`src/rtl/fpu_bus_if.sv`:
```
// fpu_bus_if: byte-wide CPU register front end driving the fpu handshake.
// Optional interrupt logic is compiled in with FPU_BUS_IF_IRQ_EN.
package pa_fpu;
   typedef enum logic [1:0] {
      op_add = 2'd0,
      op_sub = 2'd1,
      op_mul = 2'd2,
      op_div = 2'd3
   } e_fpu_op;
endpackage

module fpu_bus_if
   import pa_fpu::*;
(
   input  logic        clk,
   input  logic        arst,
   input  logic        cs,
   input  logic        wr,
   input  logic        rd,
   input  logic [3:0]  addr,
   input  logic [7:0]  data_in,
   output logic [7:0]  data_out,
   output logic        irq,
   output logic [31:0] a_operand,
   output logic [31:0] b_operand,
   output e_fpu_op     operation,
   output logic        start,
   input  logic        cmd_end,
   input  logic        busy,
   input  logic [31:0] ieee_packet_out
);

   typedef enum logic [1:0] {
      S_IDLE,
      S_RUN,
      S_DRAIN
   } state_t;

   state_t      state_q, state_d;
   logic [31:0] a_q, b_q, result_q;
   logic [1:0]  op_q;
   logic        done_q, cmd_end_q;
   logic        irq_en_q, irq_pend_q;
   logic        wr_en, rd_en, idle, ctrl_wr;
   logic        go, cmd_edge, capture;
   logic [1:0]  res_idx;
   logic [4:0]  byte_sel;
   logic [4:0]  res_sel;

   assign wr_en    = cs & wr;
   assign rd_en    = cs & rd;
   assign idle     = (state_q == S_IDLE);
   assign ctrl_wr  = wr_en & (addr == 4'd9);
   assign go       = ctrl_wr & data_in[0] & idle;
   assign cmd_edge = cmd_end & ~cmd_end_q;
   assign capture  = (state_q == S_RUN) & cmd_edge;
   assign res_idx  = addr[1:0] - 2'd2;
   assign byte_sel = {addr[1:0], 3'b000};
   assign res_sel  = {res_idx, 3'b000};

   always_comb begin
      state_d = state_q;
      unique case (state_q)
         S_IDLE:  if (go) state_d = S_RUN;
         S_RUN:   if (cmd_edge) state_d = S_DRAIN;
         S_DRAIN: if (!cmd_end) state_d = S_IDLE;
         default: state_d = S_IDLE;
      endcase
   end

   always_ff @(posedge clk or negedge arst) begin
      if (!arst) begin
         state_q   <= S_IDLE;
         cmd_end_q <= 1'b0;
         a_q       <= '0;
         b_q       <= '0;
         op_q      <= '0;
         result_q  <= '0;
         done_q    <= 1'b0;
      end else begin
         state_q   <= state_d;
         cmd_end_q <= cmd_end;
         // operands are frozen while the fpu owns them
         if (wr_en && idle) begin
            if (addr[3:2] == 2'd0) a_q[byte_sel +: 8] <= data_in;
            if (addr[3:2] == 2'd1) b_q[byte_sel +: 8] <= data_in;
            if (addr == 4'd8) op_q <= data_in[1:0];
         end
         if (go) done_q <= 1'b0;
         else if (capture) done_q <= 1'b1;
         if (capture) result_q <= ieee_packet_out;
      end
   end

`ifdef FPU_BUS_IF_IRQ_EN
   logic irq_clr;

   assign irq_clr = (ctrl_wr & data_in[1])
                  | (rd_en & (addr == 4'd13));

   // a capture outranks a concurrent acknowledge
   always_ff @(posedge clk or negedge arst) begin
      if (!arst) begin
         irq_en_q   <= 1'b0;
         irq_pend_q <= 1'b0;
      end else begin
         if (ctrl_wr) irq_en_q <= data_in[3];
         if (capture && irq_en_q) irq_pend_q <= 1'b1;
         else if (irq_clr) irq_pend_q <= 1'b0;
      end
   end
`else
   logic unused_rd;

   assign unused_rd  = rd;
   assign irq_en_q   = 1'b0;
   assign irq_pend_q = 1'b0;
`endif

   assign irq       = irq_pend_q;
   assign start     = (state_q == S_RUN);
   assign a_operand = a_q;
   assign b_operand = b_q;
   assign operation = e_fpu_op'(op_q);

   always_comb begin
      data_out = 8'h00;
      case (addr)
         4'd0, 4'd1, 4'd2, 4'd3:
            data_out = a_q[byte_sel +: 8];
         4'd4, 4'd5, 4'd6, 4'd7:
            data_out = b_q[byte_sel +: 8];
         4'd8:
            data_out = {6'd0, op_q};
         4'd9:
            data_out = {3'd0, busy, irq_en_q,
                        irq_pend_q, done_q, ~idle};
         4'd10, 4'd11, 4'd12, 4'd13:
            data_out = result_q[res_sel +: 8];
         default:
            data_out = 8'h00;
      endcase
   end

endmodule

```
`config.mk`:
```
export PLATFORM = sky130hd
export DESIGN_NAME = fpu_bus_if
export DESIGN_NICKNAME = d
export VERILOG_FILES = /design/src/rtl/fpu_bus_if.sv
export SDC_FILE = /design/constraint.sdc
export NUM_CORES = 1
export LEC_CHECK = 0
export BUFFER_PORTS_ARGS = -buffer_cell sky130_fd_sc_hd__buf_2
export CORE_MARGIN = 5
export CORE_UTILIZATION = 50
export CTS_CLUSTER_DIAMETER = 30
export CTS_CLUSTER_SIZE = 28
export DETAILED_ROUTE_END_ITERATION = 8
export GPL_TIMING_DRIVEN = 0
export PLACE_DENSITY_LB_ADDON = 0.2
export SLEW_MARGIN = 20
export SYNTH_ARGS = -nofsm -noshare
export SYNTH_HDL_FRONTEND = slang
export SYNTH_SLANG_ARGS = --single-unit
```
`constraint.sdc`:
```
create_clock -name clk -period 3.8 [get_ports clk]
set_input_delay 0.57 -clock clk [delete_from_list [all_inputs] [get_ports clk]]
set_output_delay 0.57 -clock clk [all_outputs]
set_load 0.02 [all_outputs]
```
# [Word-level counts from Yosys, hierarchy flattened]
# Cells that the tools add are included.
[classes] eq_ne=19 n_reduce_logical=12 mux=9 n_bitwise=8 shift=5 n_addsub=2
[ops] cell="$shiftx A32 B6 Y8" count=3
[ops] cell="$bwmux W32" count=2
[ops] cell="$pmux W8 S5" count=1
[ops] cell="$shift A8 B7 Y32 const A" count=1
[ops] cell="$shiftx A8 B7 Y32" count=1
[ops] cell="$eq A4 B4 Y1 const B" count=6
[ops] cell="$eq A4 B3 Y1 const B" count=4
[ops] cell="$reduce_or A4 Y1" count=3
[ops] cell="$eq A4 B2 Y1 const B" count=2
[ops] cell="$neg A5 Y7" count=1
[ops] cell="$and A1 B1 Y1" count=6
[ops] cell="$mux W2" count=3
[ops] cell="$pmux W2 S3" count=1
[ops] cell="$reduce_and A2 Y1" count=3
[ops] cell="$eq A2 B1 Y1 const B" count=2
[ops] cell="$eq A4 B1 Y1 const B" count=1
[ops] cell="$logic_not A2 Y1" count=2
[ops] cell="$logic_not A4 Y1" count=1
[ops] cell="$ne A2 B1 Y1 const B" count=2
[ops] cell="$reduce_and A3 Y1" count=1
[ops] cell="$eq A2 B2 Y1 const B" count=1
[ops] cell="$mux W1" count=2
[ops] cell="$ne A2 B2 Y1 const B" count=1
[ops] cell="$not A1 Y1" count=2
[ops] cell="other kinds (3)" count=3
[totals] output_inout_bits=76 regBits=102

# [Logic depth before layout (Yosys ltp)]
# Gate-level depths: netlist of the first run.
[depth] ltp_word=6 ltp_mapped=9 ltp_nobuf=6

# [Least setup slack after synthesis of the first run]
# No wires, ideal clock.
[synth_path] path_kind="input -> output" start="input addr[1]" end="output data_out[3]" arrival_ns=2.841 slack_ns=0.389 stages=9 required_ns=3.230 path_cell_list="buf_1 > inv_1 > ha_1 > or4_1 > clkbuf_1 > nand2_1 > buf_2 > a21oi_1 > o32ai_1"
[synth_via] elab_chain_cells=3 word_cells_on_any_way=22
[synth_rtl] element="from (decl)" line_no="20" rtl="input logic [3:0] addr,"
[synth_rtl] element="$sub A2 B2 Y2, or another cell as far along" line_no="57" rtl="assign res_idx = addr[1:0] - 2'd2;"
[synth_rtl] element="$shiftx A32 B6 Y8 or $reduce_or A4 Y1 (tied branches)" line_no="139, 128"
[synth_rtl] element="$pmux W8 S5 (*)" line_no="128" rtl="case (addr)"
[synth_rtl] element="to (decl)" line_no="22" rtl="output logic [7:0] data_out,"
# Every way passes the cells marked *; elsewhere a longest branch is shown, timed or not.

# [Final worst setup path of the first run]
[layout_path] start="input addr[1]" end="output data_out[7]"
# Same word-level chain as after synthesis.

==> impl_metrics.yaml, run 1 <==
run_status:
  status: "completed"
sta:
  setup_viol: 0
  fin_ws_ps: 109
  hold_viol: 0
  setup_tns_ps: 0
  relSlewSlack: 0.248
  fmax_mhz: 271
  finalCritPeriodShare: 0.971
  final_max_slew_viol_count: 0
  finClkSkew_ps: 9.28
  finalCriticalPeriod_ps: 3690
  worst_pin_slew_ps: 1130
  holdWs_ps: 83.8
clock_tree:
  clock_path_buffers: 2
  cts_setup_buffers: 0
  h-tree-depth: 3
  insertion_delay_ps: 370
  cts.sinks: 102
  root_buffer: "clkbuf_8"
  path_clk_slew_ps: 110
  cts_tree: "done"
  cts_buffers: 9
route:
  met3_length_um: 987
  ant_nets: 0
  drt-vias-per-instance: 5.82
  dr.pass1.iters: 5
  dr.first_iter.drc_count: 192
  top_layer_used: "met4"
  post_drt_wl_per_cell_um: 20.5
  wl_met2_um: 6780
  drt-met1-wl_um: 6280
  drcViolationCount: 0
  num_vias: 4017
  drt_wl_total_um: 14200
final_layout:
  fin_nets: 608
  layout-drive-gt1-share: 0.469
  syn_to_final_growth_pct: 20.3
  insertedDiodeCount: 0
die:
  coreArea_sq_um: 9860
  num_rows: 36
  ios: 127
  die-height_um: 111
  dieWidth_um: 111
  die_area_sq_um: 12300
  start_util: 0.516
critical_path:
  critPathLaunchType: "primary input"
  path_class: "in2out"
  cp_max_fo: 10
  end_kind: "primary output"
  cp.required_ps: 3230
  crit_arrival_ps: 3120
  worst-r2r-setup-slack_ps: 1640
logic_synthesis:
  synth_commonest_cells: "102 x dfrtp_1, 74 x mux2_2, 25 x and2_1"
  ys_seq_area_frac: 0.501
  ys_async_sr_fraction: 1.00
  synthTopCellsByArea: "dfrtp_1 50%, mux2_2 16%, mux4_2 3.5%"
  synth_area_sq_um: 5090
  synth_fp_nets: 473
  ys_seq_elements: 102
  synth_edf_count: 0
  synthCells: 417
  synth_top_area_frac: 0.501
  ys_types: 46
  yosys.area.top_type: "dfrtp_1"
  synth_flop_cell: "dfrtp_1"
  avgSynthCellArea_sq_um: 12.2
  synth.most_common_cell: "dfrtp_1"
  yosys_warnings: 0
pwr:
  p_clk_frac: 0.232
  p_sw_mw: 0.969
  finalPower_mw: 2.96
  p_leak_nw: 3.08
  ir_worst_vdd_v: 0.000297
  pwr-share-seq: 0.497
  p_comb_frac: 0.272
  p_per_area_nw_per_um2: 483
  swShare: 0.328
  intPower_mw: 1.99
global_route:
  antenna_found_initial: 0
  track_usage: 0.229
  grt_max_degree: 64
  grt-ovfl-total: 0
  first_global_vias: 4056
  grt_pass1_wl_um: 22300
placement:
  gp_congestion: 0.879
  place_hpwl_um: 10700
  numPortBuffers: 123
  dp_slack_ps: -263
flow_run:
  cap_violations: 0
min_path:
  min_path_type: "in2async"
## worst max-delay path: stages
cell      delay, ps
buf_2           170
clkbuf_4        270
inv_1           110
ha_1            210
or4_1           530
clkbuf_1        170
nand2_1         160
buf_2           250
a21oi_1         110
o32ai_1         330
buf_2           230
## what timing repair did
action                                  4_1_cts  5_1_grt
hold buffers                                  0        0
gates cloned                                  0        0
endpoints found under the setup margin        8        8
resized for setup                             1        6
pin swaps                                     0        1
## sequential cells by signal, indices dropped and copies added, names as in the netlist
| name | flops |
|---|---|
| a_operand | 32 |
| b_operand | 32 |
| cmd_end_q | 1 |
| done_q | 1 |
| operation | 2 |
| result_q | 32 |
| state_q | 2 |
## power groups by stage
stage               registers (mW)  clock network, mW  logic (mW)
finish                        1.47              0.684       0.804
global route                  1.50              0.730       0.872
CTS                           1.47              0.685       0.806
detailed placement            1.49                  0       0.805
global placement              1.47                  0       0.781
floorplan                     1.52                  0       0.474
## cell families after synthesis
kind of cell | Yosys count | share of synthesized area
flip-flops | 102 | 0.501
multiplexers | 95 | 0.225
AO/OA/AOI/OAI | 99 | 0.142
adder cells (fa/ha/maj) | 5 | 0.0123
AND/OR/NAND/NOR | 74 | 0.0840
buffers and inverters | 41 | 0.0356
other | 1 | 0.000736
## cell usage in the layout, fill, tap and decap left out, types with 6 or more instances in the layout
cell type	Yosys	routed
a211oi_1	7	7
a21boi_0	7	7
a21oi_1	12	12
a22o_1	17	17
a31o_2	17	17
a31oi_1	6	6
and2_1	25	25
buf_2	13	134
clkbuf_1	11	10
clkbuf_8	0	10
dfrtp_1	102	102
inv_1	13	13
mux2_2	74	74
mux2i_1	13	13
mux4_2	8	8
nand2_1	14	14
nor2b_1	6	6
o21ai_0	17	17
## metrics by stage
step           std cells  cell area [sq um]  utilization
2_1_floorplan        417               5090            -
3_3_place_gp         673               5870        0.596
3_5_place_dp         674               5910        0.599
4_1_cts              690               6100        0.618
5_1_grt              690               6120        0.621
6_report             690               6120        0.621
## routing by layer
| metal | track usage | vias up |
|---|---|---|
| li1 | - | 1823 |
| met1 | 0.313 | 2032 |
| met2 | 0.374 | 151 |
| met3 | 0.0491 | 11 |
| met4 | 0.0550 | 0 |
| met5 | 0 | - |
## path summary, 6_finish.rpt
| check | startpoint | endpoint | depth (start not counted) |
|---|---|---|---|
| worst max-delay path | addr[1] | data_out[7] | 11 |
| worst min-delay path | arst | a_operand[9]$_DFFE_PN0P_ | 1 |
| worst max register to register | state_q[1]$_DFFE_PN0P_ | b_operand[26]$_DFFE_PN0P_ | 5 |
| worst min register to register | result_q[15]$_DFFE_PN0P_ | result_q[15]$_DFFE_PN0P_ | 1 |
| max in group asynchronous | arst | b_operand[29]$_DFFE_PN0P_ | 2 |
| min in group clk | cmd_end | cmd_end_q$_DFF_PN0_ | 1 |
## layout make-up
class / count / area (sq um)
tap: 133 / 166
timing repair buffer: 124 / 649
fill: 792 / 3740
clock buffer: 10 / 138
multi-input combinational: 274 / 2380
buffer: 28 / 140
inverter: 13 / 48.8
sequential: 102 / 2550
clock inverter: 6 / 52.6
Power figures use the tool's default switching activity.
==> run 2, diff against run 1 <==
- CORE_UTILIZATION: 50 -> 40
- MAX_ROUTING_LAYER: not set -> met4
==> impl_metrics.yaml, run 2 (synthesis gave the netlist of run 1 again) <==
clock_tree:
  insertion_delay_ps: 340
  cts_buffers: 9
  cts.sinks: 102
  path_clk_slew_ps: 70
  h-tree-depth: 3
  cts_tree: "done"
  root_buffer: "clkbuf_16"
  clock_path_buffers: 2
  cts_setup_buffers: 0
route:
  drcViolationCount: 0
  post_drt_wl_per_cell_um: 20.8
  drt_wl_total_um: 15200
  dr.first_iter.drc_count: 286
  num_vias: 3972
  ant_nets: 0
  dr.pass1.iters: 5
  drt-vias-per-instance: 5.45
global_route:
  grt_max_degree: 70
  first_global_vias: 4146
  track_usage: 0.212
  grt_pass1_wl_um: 23500
  grt-ovfl-total: 0
  antenna_found_initial: 0
sta:
  worst_pin_slew_ps: 1140
  fin_ws_ps: 178
  finalCritPeriodShare: 0.953
  rsz0062_at_grt: "false"
  finalCriticalPeriod_ps: 3620
  fmax_mhz: 276
  setup_tns_ps: 0
  hold_viol: 0
  finClkSkew_ps: 5.52
  setup_viol: 0
  final_max_slew_viol_count: 0
  relSlewSlack: 0.236
final_layout:
  layout-drive-gt1-share: 0.469
  layout_common_cells: "133 x buf_2, 102 x dfrtp_1, 74 x mux2_2"
  fin_nets: 608
  seqCellArea_sq_um: 2550
  insertedDiodeCount: 0
  layout_commonest_cell: "buf_2"
  fill_cells: 1164
  multi_input_area_sq_um: 2380
  syn_to_final_growth_pct: 24.3
placement:
  gp_congestion: 0.834
  numPortBuffers: 123
  dp_slack_ps: -470
  place_hpwl_um: 11500
die:
  dieWidth_um: 123
  die-height_um: 123
  die_area_sq_um: 15100
  start_util: 0.405
  num_rows: 41
  ios: 127
  coreArea_sq_um: 12600
critical_path:
  r2r-start: "state_q[1]$_DFFE_PN0P_"
  end_kind: "primary output"
  cp.required_ps: 3230
  cp_max_fo: 10
  critPathLaunchType: "primary input"
  r2r_cells: 5
  timing.rr.end: "b_operand[26]$_DFFE_PN0P_"
  path_class: "in2out"
  crit_arrival_ps: 3050
  worst-r2r-setup-slack_ps: 1590
min_path:
  min_path_type: "in2async"
pwr:
  ir_worst_vdd_v: 0.000354
  p_per_area_nw_per_um2: 526
  p_leak_nw: 3.16
run_status:
  status: "completed"
flow_run:
  cap_violations: 0
-- run 2: final cells by class --
type,instances,share of cell area
flip-flops and latches,102,0.403
multi-input cells,274,0.376
repair buffers,124,0.103
clock buffers,10,0.0362
well taps,172,0.0340
plain buffers,28,0.0231
clock inverters,6,0.0172
inverters,13,0.00771
-- run 2: worst max-delay path, cell delays in order --
cell	delay (ps)
buf_2	130
clkbuf_4	230
inv_1	110
ha_1	270
or4_1	520
clkbuf_1	160
nand2_2	130
clkbuf_4	230
a21oi_1	110
o32ai_1	350
buf_2	230
-- run 2: stage by stage --
step	total power, mW	cell area [sq um]	hold slack (ps)	util	cells
2_1_floorplan	1.99	5090	274	-	417
3_3_place_gp	2.26	5920	485	0.471	712
3_5_place_dp	2.30	5960	486	0.474	713
4_1_cts	3.35	6300	116	0.501	729
5_1_grt	3.49	6330	129	0.504	729
6_report	3.33	6330	111	0.504	729
-- run 2: where the power goes --
group          internal, mW  leakage, nW  total (mW)  switching, mW
clock network         0.644        0.167        1.05          0.405
logic                 0.400         1.64       0.807          0.407
registers              1.32         1.35        1.47          0.149
-- run 2: worst max path at each step --
stage / from / end / slack (ps) / cells past startpoint
after global placement: addr[1] / data_out[7] / -400 / 11
after detailed placement: addr[1] / data_out[2] / -470 / 11
final: addr[0] / data_out[5] / 180 / 11
after global routing: addr[0] / data_out[7] / 20 / 11
after floorplan: addr[1] / data_out[3] / 390 / 9
after CTS: addr[0] / data_out[2] / 10 / 11
-- run 2: timing repair --
item | CTS | global route
hold buffers | 0 | 0
endpoints found under the hold margin | 0 | 0
endpoints found under the setup margin | 8 | 8
gates resized for setup | 2 | 7
-- run 2: layer usage --
| layer | routed length, um | GRT usage |
|---|---|---|
| met3 | 1150 | 0.0516 |
| met2 | 7170 | 0.328 |
| met1 | 6620 | 0.283 |
| met4 | 214 | 0.0532 |
| met5 | 0 | - |
